### src/rtl/immgen_pkg.sv
// rtl/immgen_pkg.sv - opcode, format and funct3 constants for the immediate generator
package immgen_pkg;

    localparam logic [6:0] OPC_LOAD     = 7'b0000011;
    localparam logic [6:0] OPC_OP_IMM   = 7'b0010011;
    localparam logic [6:0] OPC_OP_IMM32 = 7'b0011011;
    localparam logic [6:0] OPC_JALR     = 7'b1100111;
    localparam logic [6:0] OPC_STORE    = 7'b0100011;
    localparam logic [6:0] OPC_BRANCH   = 7'b1100011;
    localparam logic [6:0] OPC_LUI      = 7'b0110111;
    localparam logic [6:0] OPC_AUIPC    = 7'b0010111;
    localparam logic [6:0] OPC_JAL      = 7'b1101111;

    localparam logic [2:0] FMT_NONE = 3'd0;
    localparam logic [2:0] FMT_I    = 3'd1;
    localparam logic [2:0] FMT_S    = 3'd2;
    localparam logic [2:0] FMT_B    = 3'd3;
    localparam logic [2:0] FMT_U    = 3'd4;
    localparam logic [2:0] FMT_J    = 3'd5;
    localparam logic [2:0] FMT_SH   = 3'd6;

    localparam logic [2:0] F3_SLL = 3'b001;
    localparam logic [2:0] F3_SRX = 3'b101;

    function automatic logic is_shift_f3(input logic [2:0] f3);
        return (f3 == F3_SLL) || (f3 == F3_SRX);
    endfunction

endpackage

### src/rtl/immgen_decode.sv
// rtl/immgen_decode.sv - combinational instruction word to immediate/format/illegal decode
module immgen_decode
    import immgen_pkg::*;
#(
    parameter int XLEN = 64
) (
    input  logic [31:0]     i_instr,
    output logic [XLEN-1:0] o_imm,
    output logic [2:0]      o_fmt,
    output logic            o_illegal
);

    logic [6:0]  w_opc;
    logic [2:0]  w_f3;
    logic [31:0] w_raw;

    assign w_opc = i_instr[6:0];
    assign w_f3  = i_instr[14:12];

    // Every format is first built as a 32-bit value with bit 31 already carrying the sign,
    // so widening to XLEN is a single replication of bit 31.
    always_comb begin
        w_raw     = 32'd0;
        o_fmt     = FMT_NONE;
        o_illegal = 1'b0;
        case (w_opc)
            OPC_LOAD, OPC_JALR: begin
                w_raw = {{20{i_instr[31]}}, i_instr[31:20]};
                o_fmt = FMT_I;
            end
            OPC_OP_IMM, OPC_OP_IMM32: begin
                if (is_shift_f3(w_f3)) begin
                    o_fmt = FMT_SH;
                    if ((w_opc == OPC_OP_IMM) && (XLEN == 64))
                        w_raw = {26'd0, i_instr[25:20]};
                    else
                        w_raw = {27'd0, i_instr[24:20]};
                end else begin
                    w_raw = {{20{i_instr[31]}}, i_instr[31:20]};
                    o_fmt = FMT_I;
                end
            end
            OPC_STORE: begin
                w_raw = {{20{i_instr[31]}}, i_instr[31:25], i_instr[11:7]};
                o_fmt = FMT_S;
            end
            OPC_BRANCH: begin
                w_raw = {{19{i_instr[31]}}, i_instr[31], i_instr[7], i_instr[30:25],
                         i_instr[11:8], 1'b0};
                o_fmt = FMT_B;
            end
            OPC_LUI, OPC_AUIPC: begin
                w_raw = {i_instr[31:12], 12'h000};
                o_fmt = FMT_U;
            end
            OPC_JAL: begin
                w_raw = {{11{i_instr[31]}}, i_instr[31], i_instr[19:12], i_instr[20],
                         i_instr[30:21], 1'b0};
                o_fmt = FMT_J;
            end
            default: begin
                o_illegal = 1'b1;
            end
        endcase
    end

    generate
        if (XLEN == 64) begin : g_x64
            assign o_imm = {{32{w_raw[31]}}, w_raw};
        end else begin : g_x32
            assign o_imm = w_raw;
        end
    endgenerate

endmodule

### src/rtl/immgen_pipe.sv
// rtl/immgen_pipe.sv - pipelined immediate generator with output register and skid buffer
module immgen_pipe
    import immgen_pkg::*;
#(
    parameter int XLEN  = 64,
    parameter int TAG_W = 64
) (
    input  logic             clk,
    input  logic             rst,
    input  logic             in_valid,
    output logic             in_ready,
    input  logic [31:0]      in_instr,
    input  logic [TAG_W-1:0] in_tag,
    output logic             out_valid,
    input  logic             out_ready,
    output logic [XLEN-1:0]  out_imm,
    output logic [2:0]       out_fmt,
    output logic             out_illegal,
    output logic [TAG_W-1:0] out_tag
);

    logic [XLEN-1:0]  w_imm;
    logic [2:0]       w_fmt;
    logic             w_illegal;
    logic             w_accept;
    logic             w_or_free;

    logic             r_or_valid;
    logic [XLEN-1:0]  r_or_imm;
    logic [2:0]       r_or_fmt;
    logic             r_or_illegal;
    logic [TAG_W-1:0] r_or_tag;

    logic             r_sk_valid;
    logic [XLEN-1:0]  r_sk_imm;
    logic [2:0]       r_sk_fmt;
    logic             r_sk_illegal;
    logic [TAG_W-1:0] r_sk_tag;

    immgen_decode #(.XLEN(XLEN)) u_decode (
        .i_instr   (in_instr),
        .o_imm     (w_imm),
        .o_fmt     (w_fmt),
        .o_illegal (w_illegal)
    );

    assign in_ready  = !r_sk_valid && !rst;
    assign w_accept  = in_valid && in_ready;
    assign w_or_free = !r_or_valid || out_ready;

    always_ff @(posedge clk) begin
        if (rst) begin
            r_or_valid   <= 1'b0;
            r_or_imm     <= '0;
            r_or_fmt     <= FMT_NONE;
            r_or_illegal <= 1'b0;
            r_or_tag     <= '0;
            r_sk_valid   <= 1'b0;
            r_sk_imm     <= '0;
            r_sk_fmt     <= FMT_NONE;
            r_sk_illegal <= 1'b0;
            r_sk_tag     <= '0;
        end else if (w_or_free) begin
            if (r_sk_valid) begin
                // Skid entry is older, so it always drains ahead of new input.
                r_or_valid   <= 1'b1;
                r_or_imm     <= r_sk_imm;
                r_or_fmt     <= r_sk_fmt;
                r_or_illegal <= r_sk_illegal;
                r_or_tag     <= r_sk_tag;
                r_sk_valid   <= w_accept;
                if (w_accept) begin
                    r_sk_imm     <= w_imm;
                    r_sk_fmt     <= w_fmt;
                    r_sk_illegal <= w_illegal;
                    r_sk_tag     <= in_tag;
                end
            end else begin
                r_or_valid <= w_accept;
                if (w_accept) begin
                    r_or_imm     <= w_imm;
                    r_or_fmt     <= w_fmt;
                    r_or_illegal <= w_illegal;
                    r_or_tag     <= in_tag;
                end
            end
        end else if (w_accept) begin
            r_sk_valid   <= 1'b1;
            r_sk_imm     <= w_imm;
            r_sk_fmt     <= w_fmt;
            r_sk_illegal <= w_illegal;
            r_sk_tag     <= in_tag;
        end
    end

    assign out_valid   = r_or_valid;
    assign out_imm     = r_or_imm;
    assign out_fmt     = r_or_fmt;
    assign out_illegal = r_or_illegal;
    assign out_tag     = r_or_tag;

endmodule

### config.mk
export PLATFORM = sky130hd
export DESIGN_NAME = immgen_pipe
export DESIGN_NICKNAME = d
export VERILOG_FILES = /design/src/rtl/immgen_pkg.sv /design/src/rtl/immgen_decode.sv /design/src/rtl/immgen_pipe.sv
export SDC_FILE = /design/constraint.sdc
export NUM_CORES = 1
export LEC_CHECK = 0
export CORE_AREA = 2 2 191 211
export DETAILED_ROUTE_END_ITERATION = 6
export DIE_AREA = 0 0 193 213
export GPL_TIMING_DRIVEN = 0
export PLACE_DENSITY_LB_ADDON = 0.2
export SYNTH_ARGS = -nofsm -noshare
export SYNTH_HDL_FRONTEND = slang
export SYNTH_HIERARCHICAL = 1
export SYNTH_SLANG_ARGS = --single-unit
### constraint.sdc
create_clock -name clk -period 4.1 [get_ports clk]
set_input_delay 0.82 -clock clk [delete_from_list [all_inputs] [get_ports clk]]
set_output_delay 0.82 -clock clk [all_outputs]
set_load 0.01 [all_outputs]
==> results by group <==
Outcome
  – Status: finished, final reports clean

Place
  – I/O Buffers: 231
  – Final HPWL DP: 26.8 mm
  – RD Place Congestion: 0.808
  – Placed Area: 16100 um2
  – Placed cell count: 2035

Synth
  – Yosys cell types: 40
  – Post-synthesis register bit count: 266
  – Synthesized cell area: 13100 um2
  – Number of synthesized flops with an enable pin: 0
  – Synth Flop Type: dfxtp_1
  – Cells after synthesis: 1297
  – Synth top area cells: dfxtp_1 (41%), mux2_2 (23%), a211oi_1 (14%)
  – Yosys top cell area share: 40.6%
  – Seq/Total Area, Yosys: 40.6%
  – Yosys top cell by area: dfxtp_1
  – Syn_area_per_cell: 10.1 um2
  – Yosys warns: 6
  – Post-synth ARST share: 0%
  – Mapped Nets: 1397

Clocking
  – CTS root buffer: clkbuf_16
  – Post-cts resize count: 0
  – Post-CTS Setup Bufs: 0
  – Maximum clock path buffer count: 3
  – H-tree Lvls: 1
  – CTS tree: built
  – Worst-Skew Late Latency: 560 ps
  – CTS sink cnt: 266
  – TritonCTS Buffers: 30
  – Hold Buf Count CTS: 0
  – Clk slew on worst S/H paths: 60 ps

Floorplanning
  – Total core area: 39000 um2
  – Height of the die: 213 um
  – DIE WIDTH: 193 um
  – Site Rows: 76
  – Io pins: 234
  – Initial Util: 33.6%
  – Die area: 41100 um2

Worst setup path
  – Crit path launch type: primary input
  – Max incr delay on CP: 610 ps
  – Worst path slowest cell: o31a_2
  – Setup Crit Path Kind: primary input to register
  – Crit-path cells: clkdlybuf4s50_1 > and3b_1 > a32o_2 > or2_1 > o31a_2 > buf_4 > mux2_2 > a211oi_1 > a211oi_1
  – Nature of the critical path endpoint: register
  – Critical path's most frequent cell: a211oi_1
  – Critical path required time: 4510 ps
  – Worst-path fanout max: 34
  – Crit path DAT: 3760 ps
  – Worst Reg-to-Reg Cells: 6

Cells and area
  – Layout Nets: 1660
  – Layout overhead on the synthesized area: 30.7%
  – Fill count: 3752
  – Share of layout cells above drive strength 1: 26.1%
  – Finished Cell Area: 17100 um2
  – Final Non-Filler Cells: 2093

Power
  – Combinational share of power: 13.4%
  – Cell internal pwr: 4.92 mW
  – Flop pwr share: 42.4%
  – Leakage: 6.67 nW
  – Clock power frac: 44.2%
  – Net Switching: 1.60 mW
  – VDD IR max: 311 uV
  – Sw frac: 24.6%
  – Power per Cell Area: 381 nW/um2

Drt
  – Final WL: 37.4 mm
  – DR vias/cell: 4.83
  – Vias: 10100
  – DR WL/cell: 17.8 um
  – Antenna Nets Post-Route: 0
  – First DRT Iteration DRCs: 395
  – DRC viols: 0
  – Drt first pass iters: 4

STA
  – Pins Over Slew Limit: 0
  – FMAX: 298 MHz
  – RSZ-0062 raised after global routing: false
  – Period utilization: 81.7%
  – Fin. Hold Viols: 0
  – Fin crit period: 3350 ps
  – Slew margin rel.: 27.0%
  – Clock Skew: 9.38 ps
  – Setup TNS: 0 ps
  – Final Setup Violations: 0
  – Worst slew pin tran: 1090 ps

GRT
  – Total Routing Usage GR: 17.8%
  – GRT overflow: 0
  – Antenna violations before repair: 4
  – Number of global-route vias before repair: 10300
  – Largest net degree at the start of global routing: 35
  – Global-route wire length before repair: 57.1 mm

Worst hold path
  – Worst hold stages: 2
  – Hold Crit Class: register to register

Job
  – Max-cap violations: 0
==> synth_stat cells (2+ instances only) <==
cell	count
dfxtp_1	266
nor3b_1	2
nor3_1	5
a211oi_1	253
nand3_1	2
a22oi_1	2
buf_4	34
mux2_2	264
buf_2	29
clkbuf_1	71
a21oi_1	3
nor2b_1	136
nand2b_1	4
a22o_1	5
buf_6	19
inv_1	133
nor2_1	8
nand2_1	3
and3b_1	2
o31a_1	3
o21ai_0	2
a211oi_2	11
a21o_1	20
and2b_1	3
o22ai_1	2
==> layout make-up <==
class	count	area [um2]	share of cell area [%]
plain buffers	154	885	5.17
clock buffers	43	891	5.20
repair buffers	231	2310	13.5
flip-flops and latches	266	5330	31.1
clock inverters	13	175	1.02
multi-input cells	743	6390	37.3
well taps	507	634	3.70
inverters	134	503	2.94
diodes	2	5.00	0.0292
==> layout by cell type, fill, tap and decap left out, drive strengths merged, types with 3 or more instances in the layout <==
cell	count
a211oi	264
a21o	20
a21oi	3
a22o	5
and2b	3
buf	83
bufinv	4
clkbuf	114
clkdlybuf4s50	231
clkinv	7
dfxtp	266
inv	135
mux2	264
nand2	3
nand2b	4
nor2	8
nor2b	136
nor3	5
o31a	3
==> through the flow <==
stage	utilization [%]	setup WS [ps]	hold slack, ps	power (mW)
floorplan	-	985	478	3.26
finish	43.9	750	454	6.53
detailed placement	41.2	178	444	3.70
global route	43.9	595	477	6.80
global placement	41.2	-60.0	446	3.70
CTS	43.9	774	457	6.63
==> flip-flops by register name, summed over array words and instances (netlist names) <==
signal	cells
r_sk_illegal	1
out_fmt	3
r_sk_tag	64
r_sk_fmt	3
out_illegal	1
r_sk_imm	64
out_valid	1
out_imm	64
out_tag	64
r_sk_valid	1
==> per-layer routing <==
| metal | global-route usage, % | up-vias | part of all wire (%) |
|---|---|---|---|
| met3 | 3.01 | 79 | 5.1 |
| met1 | 23.1 | 4723 | 45 |
| met4 | 6.79 | 4 | 3.4 |
| met5 | 0 | - | 0.064 |
| met2 | 29.6 | 224 | 47 |
| li1 | - | 5089 | - |
==> worst paths after layout <==
path,slack [ps],from,end
worst max-delay path,750,in_instr[4],out_imm[43]
worst min-delay path,450,out_fmt[0],out_fmt[0]
worst max register to register,1670,r_sk_valid,out_tag[39]
worst min register to register,450,out_fmt[0],out_fmt[0]
==> kinds of logic (layout without fill, tap and decap cells) <==
group / after synthesis / in the layout / synth area share, %
AO/OA/AOI/OAI: 305 / 305 / 17.9
buffers and inverters: 288 / 575 / 10.6
flip-flops: 266 / 266 / 40.6
multiplexers: 264 / 264 / 22.7
AND/OR/NAND/NOR: 174 / 174 / 8.22
other: 0 / 2 / 0
==> power by group through the flow <==
stage	clock network [mW]	registers, mW	logic [mW]
2_1_floorplan	0	2.86	0.399
3_3_place_gp	0	2.82	0.875
3_5_place_dp	0	2.82	0.881
4_1_cts	2.97	2.77	0.888
5_1_grt	3.07	2.78	0.952
6_report	2.88	2.76	0.877
==> worst max-delay path, delay by kind of cell <==
| kind | cells | cell delay (ps) |
|---|---|---|
| compound gates | 4 | 1290 |
| buf+inv | 2 | 850 |
| mux | 1 | 260 |
| simple gates | 2 | 520 |
Power figures use the tool's default switching activity.
